`src/rtl/mem_wb_stage_pkg.sv`:
```
// Shared types and constants for the MEM stage and MEM/WB pipeline register.
package mem_wb_stage_pkg;

  localparam int XLEN = 32;

  typedef enum logic [1:0] {
    ST_IDLE   = 2'd0,
    ST_ACCESS = 2'd1,
    ST_DONE   = 2'd2
  } state_e;

endpackage

```
`src/rtl/mem_wb_stage_if.sv`:
```
// Word-wide D-cache request/stall bus between the MEM stage (master) and the cache (slave).
interface mem_wb_stage_if #(parameter int XLEN = 32);

  logic            ren;
  logic            wen;
  logic [29:0]     addr;
  logic [XLEN-1:0] wdata;
  logic [XLEN-1:0] rdata;
  logic            stall;

  modport master (output ren, wen, addr, wdata, input rdata, stall);
  modport slave  (input ren, wen, addr, wdata, output rdata, stall);

endinterface

```
`src/rtl/mem_wb_stage_endian_swap.sv`:
```
// Pure combinational byte reversal of a data word.
module endian_swap #(
  parameter int XLEN = 32
) (
  input  logic [XLEN-1:0] data_i,
  output logic [XLEN-1:0] data_o
);

  for (genvar b = 0; b < XLEN / 8; b++) begin : g_byte
    assign data_o[8*b +: 8] = data_i[XLEN-8-8*b +: 8];
  end

endmodule

```
`src/rtl/mem_wb_stage.sv`:
```
// MEM stage of the RV32I pipeline: D-cache handshake FSM plus the MEM/WB register.
//   state  | meaning
//   IDLE   | no access in flight; a memop in EX/MEM launches one
//   ACCESS | request held on the cache bus until the cache drops stall
//   DONE   | access finished; stall released so EX/MEM advances
module mem_wb_stage
  import mem_wb_stage_pkg::*;
#(
  parameter bit SWAP_ENDIAN = 1'b1
) (
  input  logic             clk,
  input  logic             rst,
  input  logic             ex_mem_valid_i,
  input  logic             ex_mem_reg_write_i,
  input  logic             ex_mem_mem_read_i,
  input  logic             ex_mem_mem_write_i,
  input  logic             ex_mem_memto_reg_i,
  input  logic             ex_mem_jump_i,
  input  logic [4:0]       ex_mem_rd_i,
  input  logic [XLEN-1:0]  ex_mem_alu_result_i,
  input  logic [XLEN-1:0]  ex_mem_pc_step_i,
  input  logic [XLEN-1:0]  ex_mem_store_data_i,
  mem_wb_stage_if.master   dcache,
  output logic             mem_stall_o,
  output logic             mem_wb_reg_write_o,
  output logic [4:0]       mem_wb_rd_o,
  output logic [XLEN-1:0]  rd_data_o
);

  state_e          state_q, state_d;
  logic            rd_op_q, wr_op_q;
  logic [29:0]     addr_q;
  logic [XLEN-1:0] wdata_q;
  logic [XLEN-1:0] load_buf_q;
  logic            reg_write_q;
  logic [4:0]      rd_q;
  logic [XLEN-1:0] rd_data_q;

  logic            memop;
  logic [XLEN-1:0] wdata_swapped, rdata_swapped;
  logic [XLEN-1:0] wdata_adj, rdata_adj;

  endian_swap #(.XLEN(XLEN)) u_swap_wdata (.data_i(ex_mem_store_data_i), .data_o(wdata_swapped));
  endian_swap #(.XLEN(XLEN)) u_swap_rdata (.data_i(dcache.rdata),        .data_o(rdata_swapped));

  assign wdata_adj = SWAP_ENDIAN ? wdata_swapped : ex_mem_store_data_i;
  assign rdata_adj = SWAP_ENDIAN ? rdata_swapped : dcache.rdata;

  assign memop = ex_mem_valid_i & (ex_mem_mem_read_i | ex_mem_mem_write_i);

  always_comb begin
    state_d = state_q;
    case (state_q)
      ST_IDLE:   if (memop) state_d = ST_ACCESS;
      ST_ACCESS: if (!dcache.stall) state_d = ST_DONE;
      ST_DONE:   state_d = ST_IDLE;
      default:   state_d = ST_IDLE;
    endcase
  end

  // Request fields are captured on launch so the bus stays stable whatever EX/MEM does meanwhile.
  always_ff @(posedge clk or posedge rst) begin
    if (rst) begin
      state_q    <= ST_IDLE;
      rd_op_q    <= 1'b0;
      wr_op_q    <= 1'b0;
      addr_q     <= '0;
      wdata_q    <= '0;
      load_buf_q <= '0;
    end else begin
      state_q <= state_d;
      if (state_q == ST_IDLE && memop) begin
        rd_op_q <= ex_mem_mem_read_i;
        wr_op_q <= ex_mem_mem_write_i & ~ex_mem_mem_read_i;
        addr_q  <= ex_mem_alu_result_i[XLEN-1:2];
        wdata_q <= wdata_adj;
      end
      if (state_q == ST_ACCESS && !dcache.stall) begin
        load_buf_q <= rdata_adj;
      end
    end
  end

  assign dcache.ren   = (state_q == ST_ACCESS) & rd_op_q;
  assign dcache.wen   = (state_q == ST_ACCESS) & wr_op_q;
  assign dcache.addr  = addr_q;
  assign dcache.wdata = wdata_q;

  // Gated by rst so every output reads 0 while reset is held, even with a memop waiting.
  assign mem_stall_o = memop & (state_q != ST_DONE) & ~rst;

  always_ff @(posedge clk or posedge rst) begin
    if (rst) begin
      reg_write_q <= 1'b0;
      rd_q        <= '0;
      rd_data_q   <= '0;
    end else if (mem_stall_o) begin
      reg_write_q <= 1'b0;
    end else begin
      reg_write_q <= ex_mem_valid_i & ex_mem_reg_write_i;
      rd_q        <= ex_mem_rd_i;
      if (ex_mem_memto_reg_i) begin
        rd_data_q <= load_buf_q;
      end else if (ex_mem_jump_i) begin
        rd_data_q <= ex_mem_pc_step_i;
      end else begin
        rd_data_q <= ex_mem_alu_result_i;
      end
    end
  end

  assign mem_wb_reg_write_o = reg_write_q;
  assign mem_wb_rd_o        = rd_q;
  assign rd_data_o          = rd_data_q;

endmodule
```
`src/flat_wrapper.sv`:
```
// flat-port wrapper written by rule: the top's interface ports become plain ports
module mem_wb_stage_flat import mem_wb_stage_pkg::*;
#(
  parameter bit SWAP_ENDIAN = 1'b1
)
  (clk, rst, ex_mem_valid_i, ex_mem_reg_write_i, ex_mem_mem_read_i, ex_mem_mem_write_i, ex_mem_memto_reg_i, ex_mem_jump_i, ex_mem_rd_i, ex_mem_alu_result_i, ex_mem_pc_step_i, ex_mem_store_data_i, mem_stall_o, mem_wb_reg_write_o, mem_wb_rd_o, rd_data_o, dcache_ren, dcache_wen, dcache_addr, dcache_wdata, dcache_rdata, dcache_stall);
  mem_wb_stage_if dcache_i ();
  input  logic clk;
  input  logic rst;
  input  logic ex_mem_valid_i;
  input  logic ex_mem_reg_write_i;
  input  logic ex_mem_mem_read_i;
  input  logic ex_mem_mem_write_i;
  input  logic ex_mem_memto_reg_i;
  input  logic ex_mem_jump_i;
  input  logic [4:0] ex_mem_rd_i;
  input  logic [XLEN-1:0] ex_mem_alu_result_i;
  input  logic [XLEN-1:0] ex_mem_pc_step_i;
  input  logic [XLEN-1:0] ex_mem_store_data_i;
  output logic mem_stall_o;
  output logic mem_wb_reg_write_o;
  output logic [4:0] mem_wb_rd_o;
  output logic [XLEN-1:0] rd_data_o;
  output wire logic [$bits(dcache_i.ren)-1:0] dcache_ren;
  output wire logic [$bits(dcache_i.wen)-1:0] dcache_wen;
  output wire logic [$bits(dcache_i.addr)-1:0] dcache_addr;
  output wire logic [$bits(dcache_i.wdata)-1:0] dcache_wdata;
  input wire logic [$bits(dcache_i.rdata)-1:0] dcache_rdata;
  input wire logic [$bits(dcache_i.stall)-1:0] dcache_stall;
  assign dcache_ren = dcache_i.ren;
  assign dcache_wen = dcache_i.wen;
  assign dcache_addr = dcache_i.addr;
  assign dcache_wdata = dcache_i.wdata;
  assign dcache_i.rdata = dcache_rdata;
  assign dcache_i.stall = dcache_stall;
  mem_wb_stage #(.SWAP_ENDIAN(SWAP_ENDIAN)) u_core (.clk(clk), .rst(rst), .ex_mem_valid_i(ex_mem_valid_i), .ex_mem_reg_write_i(ex_mem_reg_write_i), .ex_mem_mem_read_i(ex_mem_mem_read_i), .ex_mem_mem_write_i(ex_mem_mem_write_i), .ex_mem_memto_reg_i(ex_mem_memto_reg_i), .ex_mem_jump_i(ex_mem_jump_i), .ex_mem_rd_i(ex_mem_rd_i), .ex_mem_alu_result_i(ex_mem_alu_result_i), .ex_mem_pc_step_i(ex_mem_pc_step_i), .ex_mem_store_data_i(ex_mem_store_data_i), .dcache(dcache_i), .mem_stall_o(mem_stall_o), .mem_wb_reg_write_o(mem_wb_reg_write_o), .mem_wb_rd_o(mem_wb_rd_o), .rd_data_o(rd_data_o));
endmodule
```
`config.mk`:
```
export PLATFORM = sky130hd
export DESIGN_NAME = mem_wb_stage_flat
export DESIGN_NICKNAME = d
export VERILOG_FILES = /design/src/rtl/mem_wb_stage_pkg.sv /design/src/rtl/mem_wb_stage_if.sv /design/src/rtl/mem_wb_stage_endian_swap.sv /design/src/rtl/mem_wb_stage.sv /design/src/flat_wrapper.sv
export SDC_FILE = /design/constraint.sdc
export NUM_CORES = 1
export LEC_CHECK = 0
export CAP_MARGIN = 5
export CORE_MARGIN = 5
export CORE_UTILIZATION = 47
export CTS_CLUSTER_SIZE = 20
export DETAILED_ROUTE_END_ITERATION = 6
export GPL_TIMING_DRIVEN = 1
export PLACE_DENSITY = 0.87
export SLEW_MARGIN = 25
export SYNTH_ARGS = -nofsm -noshare
export SYNTH_HDL_FRONTEND = slang
export SYNTH_SLANG_ARGS = --single-unit
```
`constraint.sdc`:
```
create_clock -name clk -period 6.9 [get_ports clk]
set_input_delay 0.69 -clock clk [delete_from_list [all_inputs] [get_ports clk]]
set_output_delay 0.69 -clock clk [all_outputs]
set_load 0.005 [all_outputs]
```
After elaboration in Yosys (flattened, before gate mapping)
Cells that the tools add are included.
Cells by class
  reduce and logical (&&, ||, !) cells: 5
  bitwise gates (word level): 10
  equal/unequal tests: 4
  mux-type cells: 6
Operator list (number)
  two-way mux 32 bit: 2
  bitwise AND 1 bit: 7
  two-way mux 2 bit: 2
  inequality test 2 bit (second input constant): 2
  one-hot mux 2 bit (2 select lines): 1
  equality test 2 x 1 -> 1 bit (second input constant): 1
  logical AND 1 bit: 2
  logical NOT 2 bit: 1
  inequality test 2 x 1 -> 1 bit (second input constant): 1
  inverter 1 bit: 2
  AND reduction 2 bit: 1
  logical NOT 1 bit: 1
  two-way mux 1 bit: 1
  OR 1 bit: 1
Word-level totals
  output and inout port bits: 103
  input port bits: 142
  bits in registers: 136
  logic and storage cells: 34

Depth between registers and ports, before layout
  word-level depth: 5
  depth in mapped cells: 5
  mapped depth without buffers: 3

Cells and area by module
A second synthesis with hierarchy kept.
Second synthesis, totals
  cell total of the unflattened synthesis: 468
  area, all modules: 6431.2 µm²
Modules (own cells, without submodules)
  mem_wb_stage: sequential area each 3403.3 µm², instances 1, area each 5950.7 µm², cells each 404
  endian_swap: sequential area each 0.0 µm², instances 2, area each 240.2 µm², cells each 32

Worst setup path before layout
OpenSTA, ideal clock, no wires.
  path type: in2out
  start: input port ex_mem_mem_write_i
  end: output port mem_stall_o
  cell stages on the path: 5
  buffers on the path: 2
  data required time: 6.210 ns
  data arrival time: 1.388 ns
  slack: 4.822 ns
  cell sequence: o21ai_1 a211o_1 buf_2 buf_6 inv_1
On the way
  cells in the longest elaborated chain, start to end: 4
Ends and longest elaborated chain
  start, declared: RTL line flat_wrapper.sv:13  | input logic ex_mem_mem_write_i;
  OR 1 bit: RTL line mem_wb_stage.sv:49  | assign memop = ex_mem_valid_i & (ex_mem_mem_read_i | ex_mem_mem_write_i);
  bitwise AND 1 bit: RTL line mem_wb_stage.sv:49
  bitwise AND 1 bit (2 in series): RTL line mem_wb_stage.sv:90  | assign mem_stall_o = memop & (state_q != ST_DONE) & ~rst;
  end, declared: RTL line flat_wrapper.sv:20  | output logic mem_stall_o;
No other way between the ends.

Worst setup path after layout
  start: input port ex_mem_mem_read_i
  end: output port mem_stall_o
On the way
  cells in the longest elaborated chain, start to end: 4
Ends and longest elaborated chain
  start, declared: RTL line flat_wrapper.sv:12  | input logic ex_mem_mem_read_i;
  OR 1 bit: RTL line mem_wb_stage.sv:49
  bitwise AND 1 bit: RTL line mem_wb_stage.sv:49
  bitwise AND 1 bit (2 in series): RTL line mem_wb_stage.sv:90
No other way between the ends.

==> reports/qor.yml <==
final_layout:
  final_common_cell: "clkdlybuf4s50_1"
  multi_input_area_mm2: 0.00239
  drive_above_1_share_pct: 24.7
  area_growth_pct: 52.3
  nets: 787
  final_cell_mix: "242 x clkdlybuf4s50_1, 136 x dfrtp_1, 66 x mux2_2"
  diodes: 0
  seq_area_mm2: 0.00340
  nFillCells: 854
  fin_cells: 829
power_and_ir_drop:
  pwr-share-seq_pct: 39.6
  p_per_area_mw_per_mm2: 346
  power.internal_uw: 2350
  switching_share_pct: 25.1
  pwr-share-clk_pct: 28.3
  irDropWorstVdd_mv: 0.207
  power_frac_comb_pct: 32.1
  p_leak_uw: 0.00405
  report.power.total_uw: 3140
  switchingPower_uw: 788
worst_setup_path:
  cpMaxStageDelayCell: "a211o_2"
  r2r_cells: 3
  r2r-end: "u_core.rd_data_o[15]"
  crit_top_cell: "clkdlybuf4s50_1"
  r2r_start: "u_core.state_q[0]"
  crit_fanout: 39
  crit_arrival_ns: 2.70
  r2r_setup_slack_ns: 5.00
  slowest_delay_ns: 0.76
  end_kind: "primary output"
  critical_path.startpoint_type: "primary input"
  cp.required_ns: 6.21
  crit_chain: "clkdlybuf4s50_1 > o21ai_1 > a211o_2 > inv_1 > clkdlybuf4s50_1"
  critPathKind: "primary input to primary output"
  startpoint: "ex_mem_mem_read_i"
  crit_path_end: "mem_stall_o"
drt:
  vias: 4221
  dr.pass1.iters: 4
  dr.first_iter.drc_count: 246
  wl_per_cell_um: 19.3
  detail-route-antenna-nets: 0
  wl_um: 16000
  drcViolationCount: 0
  via_per_inst: 5.09
floorplanning:
  pin_count: 245
  num_rows: 41
  die-area_mm2: 0.0150
  initial_utilization_pct: 47.6
  die_h_um: 123
  fp.dieW_um: 123
  core-area_mm2: 0.0125
clocking:
  cts_resized: 0
  post-cts-setup-buffers: 0
  clock-root-buffer: "clkbuf_16"
  cts_max_level: 4
  cts_hold_buf: 0
  numCtsBuffers: 17
  clock-sinks: 136
  clk_pin_slew_ns: 0.05
  worstSkewPairLatency_ns: 0.41
  clock_path_buffers: 2
  tritoncts: "done"
sta:
  setup_viol: 0
  fin_skew_ns: 0.00470
  hold_violations: 0
  timing.hold.ws_ns: 0.487
  rsz0062_at_grt: "false"
  max_slew_margin_pct: 31.3
  fmax_mhz: 295
  timing.final.crit_share_pct: 49.2
  min_period_ns: 3.39
  drv_slew: 0
  worstMarginPinSlew_ns: 1.03
  fin_setup_tns_ns: 0
grt:
  track_usage_pct: 21.5
  grt_pass1_wl_um: 24600
  grt_pass1_vias: 4683
  grt_max_degree: 73
  antenna_found_initial: 0
  overflow: 0
logic_synthesis:
  async_flop_share_pct: 100
  ys.flop_type: "dfrtp_1"
  yosysWarnings: 0
  yosysUniqueCellTypes: 20
  netlist_instances: 404
  synth-edff-count: 0
  postSynthAreaPerCell_um2: 14.7
  ys_seq_area_share_pct: 57.2
  syn_nets: 546
  ys_seq_elements: 136
  synth_area_mm2: 0.00595
run:
  cap_violations: 0
run_status:
  status: "completed"
placed_design:
  place_congestion: 0.787
  hpwlAfterDp_um: 11300
  dp.cells: 798
  portBuffers: 244
worst_hold_path:
  hp-class: "flop to flop"
  min_from: "u_core.load_buf_q[22]"
-- layout make-up --
type	count	share of cell area [%]
Sequential cell	136	37.5
Timing Repair Buffer	247	27.1
Multi-Input combinational cell	239	26.3
Clock buffer	20	4.93
Tap cell	172	2.37
Clock inverter	11	1.44
Inverter	4	0.221
-- worst min-delay path by stage --
| stage | endpoint | slack, ns | cells after the start |
|---|---|---|---|
| 2_1_floorplan | u_core.load_buf_q[19] | 0.46 | 1 |
| 3_3_place_gp | u_core.load_buf_q[19] | 0.47 | 1 |
| 3_5_place_dp | u_core.load_buf_q[24] | 0.48 | 1 |
| 4_1_cts | u_core.load_buf_q[22] | 0.49 | 1 |
| 5_1_grt | u_core.load_buf_q[23] | 0.50 | 1 |
| 6_report | u_core.load_buf_q[22] | 0.49 | 1 |
-- flip-flops by register name, summed over array words and instances (netlist names) --
signal and flops:
u_core.dcache.addr 30, u_core.rd_op_q 1, u_core.state_q 2, u_core.mem_wb_rd_o 5
u_core.load_buf_q 32, u_core.wr_op_q 1, u_core.mem_wb_reg_write_o 1, u_core.dcache.wdata 32
u_core.rd_data_o 32
-- cells by family (layout without fill, tap and decap cells) --
logic type	count (synthesis)	count (layout)	synth area share, %
buf+inv	29	282	2.90
mux	165	165	34.2
simple gates	40	40	2.82
flops	136	136	57.2
compound gates	34	34	2.92
-- power by group through the flow --
stage / logic (uW) / registers, uW / clock network (uW)
6_report: 1010 / 1240 / 890
5_1_grt: 1080 / 1280 / 942
4_1_cts: 1030 / 1240 / 908
3_5_place_dp: 1020 / 1250 / 0
3_3_place_gp: 985 / 1230 / 0
2_1_floorplan: 446 / 1230 / 0
-- through the flow --
step	util, %	setup slack [ns]	cell area, um^2
final	72.4	3.51	9060
after global routing	72.4	3.38	9060
after CTS	72.4	3.46	9060
after detailed placement	67.8	3.49	8480
after global placement	67.8	3.56	8480
after floorplan	-	2.57	5950
-- cell usage after synthesis (4+ instances only) --
cell	number	area share [%]
buf_2	9	0.76
buf_6	7	1.3
clkbuf_1	8	0.50
dfrtp_1	136	57
inv_1	4	0.25
mux2_1	8	1.5
mux2_2	66	12
mux2_4	58	15
mux2i_1	33	5.5
nand2_1	34	2.1
o21ai_0	32	2.7
-- worst max-delay path: cells and delay by family --
kind | cells | cell delay (ns)
buffers and inverters | 3 | 1.05
AOI/OAI and AO/OA | 2 | 0.96
-- routing by layer --
metal  vias up  wire length (um)  track usage (%)
met5         -                 0                0
met4         0               491             9.59
met1      2096              6130             25.0
met2       181              8100             36.4
met3        42              1320             7.05
li1       1902                 -                -
No activity file was read; power rests on OpenSTA's default activity.
